$ cat src/rtl/alu_divider.sv
// Multi-cycle unsigned restoring divider: DIVIDEND_W / DIVISOR_W -> quotient, remainder.
// Optional macro ALU_DIV_EARLY_EXIT_EN: finish in one cycle when dividend < divisor.
module alu_divider #(
    parameter int unsigned DIVIDEND_W = 8,
    parameter int unsigned DIVISOR_W  = 4
) (
    input  logic                  clk,
    input  logic                  rst,
    input  logic                  start,
    input  logic [DIVIDEND_W-1:0] dividend,
    input  logic [DIVISOR_W-1:0]  divisor,
    output logic                  busy,
    output logic                  done,
    output logic [DIVIDEND_W-1:0] quotient,
    output logic [DIVISOR_W-1:0]  remainder,
    output logic                  div_by_zero
);

    localparam int unsigned RW    = DIVISOR_W + 1;
    localparam int unsigned PW    = DIVISOR_W + 2;
    localparam int unsigned CNT_W = $clog2(DIVIDEND_W + 1);

    localparam logic [1:0] S_IDLE = 2'd0;
    localparam logic [1:0] S_RUN  = 2'd1;
    localparam logic [1:0] S_DONE = 2'd2;

    logic [1:0]            state_q, state_d;
    logic [DIVIDEND_W-1:0] dvd_q, dvd_d;
    logic [DIVISOR_W-1:0]  dsr_q, dsr_d;
    logic [RW-1:0]         rem_q, rem_d;
    logic [CNT_W-1:0]      cnt_q, cnt_d;
    logic [DIVIDEND_W-1:0] quo_q, quo_d;
    logic [DIVISOR_W-1:0]  rmd_q, rmd_d;
    logic                  dbz_q, dbz_d;
    logic                  busy_q, busy_d;
    logic                  done_q, done_d;

    logic [PW-1:0]         partial;
    logic                  ge;
    logic [RW-1:0]         rem_step;
    logic [DIVIDEND_W-1:0] dvd_step;

    // One restoring step; the dividend register doubles as the quotient shift register.
    always_comb begin
        partial  = {rem_q, dvd_q[DIVIDEND_W-1]};
        ge       = (partial >= PW'(dsr_q));
        rem_step = ge ? RW'(partial - PW'(dsr_q)) : RW'(partial);
        dvd_step = {dvd_q[DIVIDEND_W-2:0], ge};
    end

    always_comb begin
        state_d = state_q;
        dvd_d   = dvd_q;
        dsr_d   = dsr_q;
        rem_d   = rem_q;
        cnt_d   = cnt_q;
        quo_d   = quo_q;
        rmd_d   = rmd_q;
        dbz_d   = dbz_q;
        case (state_q)
            S_RUN: begin
                rem_d = rem_step;
                dvd_d = dvd_step;
                cnt_d = cnt_q + CNT_W'(1);
                if (cnt_q == CNT_W'(DIVIDEND_W - 1)) begin
                    state_d = S_DONE;
                    quo_d   = dvd_step;
                    rmd_d   = DIVISOR_W'(rem_step);
                end
            end
            default: begin
                // IDLE and DONE both accept a new operation
                state_d = S_IDLE;
                if (start) begin
                    dvd_d = dividend;
                    dsr_d = divisor;
                    rem_d = '0;
                    cnt_d = '0;
                    dbz_d = 1'b0;
                    if (divisor == '0) begin
                        state_d = S_DONE;
                        quo_d   = '1;
                        rmd_d   = '0;
                        dbz_d   = 1'b1;
                    end
`ifdef ALU_DIV_EARLY_EXIT_EN
                    else if (dividend < DIVIDEND_W'(divisor)) begin
                        state_d = S_DONE;
                        quo_d   = '0;
                        rmd_d   = dividend[DIVISOR_W-1:0];
                    end
`endif
                    else begin
                        state_d = S_RUN;
                    end
                end
            end
        endcase
        busy_d = (state_d == S_RUN);
        done_d = (state_d == S_DONE);
    end

    always_ff @(posedge clk) begin
        if (rst) begin
            state_q <= S_IDLE;
            dvd_q   <= '0;
            dsr_q   <= '0;
            rem_q   <= '0;
            cnt_q   <= '0;
            quo_q   <= '0;
            rmd_q   <= '0;
            dbz_q   <= 1'b0;
            busy_q  <= 1'b0;
            done_q  <= 1'b0;
        end else begin
            state_q <= state_d;
            dvd_q   <= dvd_d;
            dsr_q   <= dsr_d;
            rem_q   <= rem_d;
            cnt_q   <= cnt_d;
            quo_q   <= quo_d;
            rmd_q   <= rmd_d;
            dbz_q   <= dbz_d;
            busy_q  <= busy_d;
            done_q  <= done_d;
        end
    end

    assign busy        = busy_q;
    assign done        = done_q;
    assign quotient    = quo_q;
    assign remainder   = rmd_q;
    assign div_by_zero = dbz_q;

endmodule

$ cat config.mk
export PLATFORM = sky130hd
export DESIGN_NAME = alu_divider
export DESIGN_NICKNAME = d
export VERILOG_FILES = /design/src/rtl/alu_divider.sv
export SDC_FILE = /design/constraint.sdc
export NUM_CORES = 1
export LEC_CHECK = 0
export BUFFER_PORTS_ARGS = -buffer_cell sky130_fd_sc_hd__clkbuf_2
export CAP_MARGIN = 20
export CELL_PAD_IN_SITES_DETAIL_PLACEMENT = 1
export CELL_PAD_IN_SITES_GLOBAL_PLACEMENT = 2
export CORE_MARGIN = 2
export CORE_UTILIZATION = 36
export DETAILED_ROUTE_END_ITERATION = 16
export HOLD_SLACK_MARGIN = 0.05
export PLACE_DENSITY_LB_ADDON = 0.1
export SYNTH_ARGS = -nofsm -noshare
export SYNTH_HDL_FRONTEND = slang
export SYNTH_SLANG_ARGS = --single-unit
$ cat constraint.sdc
create_clock -name clk -period 3.7 [get_ports clk]
set_input_delay 0.925 -clock clk [delete_from_list [all_inputs] [get_ports clk]]
set_output_delay 0.925 -clock clk [all_outputs]
set_load 0.01 [all_outputs]
==> flow_summary_export.csv <==
group,metric,value,unit
detailed_routing,drc,0,
sta,max_freq,0.4586,GHz
synth,synth-async-reset-ratio,0,%
sta,setup_tns,0,ns
clock_tree,cts_resized,0,
clock_tree,clk_pin_slew,0.08,ns
die,start_util,37.34,%
power,p_leak,0.8066,nW
power,power.density,452.5,nW/um2
detailed_routing,drtAntennaViolNets,0,
synth,syn-num-nets,220,
placed_design,placed_cells,284,
placed_design,dpl_cell_area,1956,um2
synth,synth_ff_type,"dfxtp_1",
power,swShare,29.81,%
clock_tree,cts.sinks,38,
synth,synth-xor-area-share,0.4933,%
placed_design,place_ws,1.367,ns
sta,finalHoldViolations,0,
synth,synth_fa_ha_area_share,4.651,%
power,max-vdd-ir-drop,0.2237,mV
synth,synthTopCellsByArea,"dfxtp_1 (43%), nor3_1 (7.0%), mux2i_1 (4.5%)",
placed_design,hpwlAfterDp,3253,um
power,power,0.9263,mW
finish,finalInstanceArea,2047,um2
finish,finalNonFillerCells,292,
synth,synth_cell_types,40,
clock_tree,cts-root-buf,"clkbuf_8",
power,clock_power_share,31.8,%
finish,area_delta_synth_final,15.29,%
grt,antenna_found_initial,0,
finish,fin_nets,245,
grt,grtUsageTotal,18.46,%
clock_tree,clkLatencyLatePin,0.29,ns
finish,filler_cell_count,581,
clock_tree,cts_buffer_depth,2,
synth,syn_area,1775,um2
synth,synth.largest_area_cell,"dfxtp_1",
synth,synth-simple-area-share,26.57,%
sta,setup_violations,0,
synth,syn_avg_cell_area,8.922,um2
worst_setup_path,arrival,2.36,ns
worst_setup_path,critPathCaptureType,"flop",
sta,worst_pin_slew,0.9165,ns
clock_tree,cts_max_level,2,
detailed_routing,num_vias,1575,
die,die-area,5509,um2
synth,synth_compound_area_share,16.70,%
die,num_rows,25,
die,die_h,74.23,um
finish,drive_above_1_share,18.67,%
clock_tree,cts_hold_buf,0,
synth,muxShareOfSynthArea,4.510,%
power,p_int,0.6502,mW
sta,slew_violations,0,
clock_tree,postCtsSetupBuffers,0,
synth,syn_inst,199,
detailed_routing,postRouteWirelength,4535,um
synth,seq_area_frac_synth,42.85,%
detailed_routing,via_per_inst,5.394,
synth,synth_warnings,0,
synth,post-synth-top-area-fraction,42.85,%
synth,synth-edff-count,0,
die,io_pins,30,
placed_design,portBuffers,29,
grt,overflow,0,
die,fp.dieW,74.23,um
clock_tree,cts_tree,"built",
sta,whs,0.4731,ns
sta,rsz0062_at_grt,"no",
job,maxCapViolations,0,
sta,timing.final.crit_share,58.94,%
synth,synth_top_family_by_area,"simple AND/OR/NAND/NOR gates",
detailed_routing,drt_iter0_drc,73,
sta,period_needed,2.181,ns
detailed_routing,firstDrtPassIters,4,
worst_setup_path,crit_required,3.88,ns
detailed_routing,wire_per_inst,15.53,um
clock_tree,cts_made_buffers,5,
worst_setup_path,path_class,"flop to flop",
grt,grt_pass1_vias,1592,
status,outcome,"finished, final reports clean",
synth,synth_seq_cells,38,
grt,grt_pass1_wl,7838,um
sta,finClkSkew,0.006595,ns
worst_setup_path,start_kind,"flop",
synth,synthTopCellsByCount,"dfxtp_1 (38), nor3_1 (25), nor2_1 (17), a21oi_1 (13), a211oi_1 (9)",
sta,fin_ws,1.519,ns
finish,post-route-util,43.05,%
placed_design,gp_congestion,0.7991,
finish,antenna_cells,0,
worst_setup_path,worstPathMaxFanout,9,
die,coreArea,4755,um2
sta,slew_headroom,38.90,%
power,p_switching,0.2761,mW
synth,synth_most_common_cell,"dfxtp_1",
grt,grt_max_degree,41,
worst_hold_path,hold_class,"flop to flop",
power,combPwrFrac,19.9,%
power,seqPwrFrac,48.3,%
## cell type report
| type | count | area, um2 | area share (%) |
|---|---|---|---|
| Clock buffer | 7 | 86.33 | 4.218 |
| Tap cell | 67 | 83.83 | 4.095 |
| Sequential cell | 38 | 760.7 | 37.16 |
| Inverter | 5 | 18.77 | 0.9169 |
| Timing Repair Buffer | 30 | 152.6 | 7.457 |
| Clock inverter | 1 | 5.005 | 0.2445 |
| Multi-Input combinational cell | 144 | 939.7 | 45.90 |
## cells by family after synthesis
| group | count (synthesis) |
|---|---|
| AOI/OAI and AO/OA | 43 |
| xor gates and xnor gates | 1 |
| adders and majority gates | 6 |
| buffers and inverters | 17 |
| DFF | 38 |
| muxes | 8 |
| and+or+nand+nor | 86 |
## power by group through the flow
stage	clock network, mW	registers [mW]	logic, mW
3_5_place_dp	0	0.457	0.185
4_1_cts	0.304	0.448	0.186
5_1_grt	0.322	0.451	0.211
6_report	0.294	0.448	0.184
3_3_place_gp	0	0.456	0.181
2_1_floorplan	0	0.453	0.137
## critical path, cell delays in order (launching register included)
cell and delay [ns]:
dfxtp_1 0.39, inv_1 0.06, ha_1 0.21, fa_1 0.40, nand2b_1 0.19, a21oi_2 0.37, o211ai_1 0.16, a221oi_1 0.30
## path summary, 6_finish.rpt
check | end | cells after the start | slack (ns) | startpoint
setup reg to reg | rem_q[3]$_SDFFE_PP0P_ | 7 | 1.52 | dvd_q[7]$_SDFFE_PP0P_
hold / removal | dsr_q[2]$_SDFFE_PP0P_ | 2 | 0.47 | dsr_q[2]$_SDFFE_PP0P_
setup / recovery | rem_q[3]$_SDFFE_PP0P_ | 7 | 1.52 | dvd_q[7]$_SDFFE_PP0P_
hold reg to reg | dsr_q[2]$_SDFFE_PP0P_ | 2 | 0.47 | dsr_q[2]$_SDFFE_PP0P_
## flip-flops by register name (all words and copies together), names as in the netlist
register,flops
dvd_q,8
rem_q,5
done,1
quotient,8
busy,1
state_q,2
cnt_q,4
remainder,4
div_by_zero,1
dsr_q,4
## layer usage
layer	share of wire (%)	GRT usage, %	vias up	wire length (um)
met5	0	0	-	0
met4	0.77	4.167	0	35
met3	3.5	3.930	4	158
met2	50	31.35	24	2268
met1	46	24.23	769	2072
li1	-	-	778	-
## layout by cell type, fill, tap and decap left out, types with 3 or more instances in the layout
cell,synthesis,final
o31ai_1,3,3
nor3_1,25,25
o32ai_1,3,3
nand2_1,8,8
nand2b_1,5,5
o21ai_0,3,3
clkbuf_2,0,29
inv_1,5,5
a21oi_1,13,13
ha_1,5,5
clkbuf_8,0,6
dfxtp_1,38,38
mux2i_1,8,8
or3_1,5,5
a211oi_1,9,9
nand3_1,7,7
nand4b_1,3,3
nor2_1,17,17
nand3b_1,5,5
(Power assumes the default switching activity.)
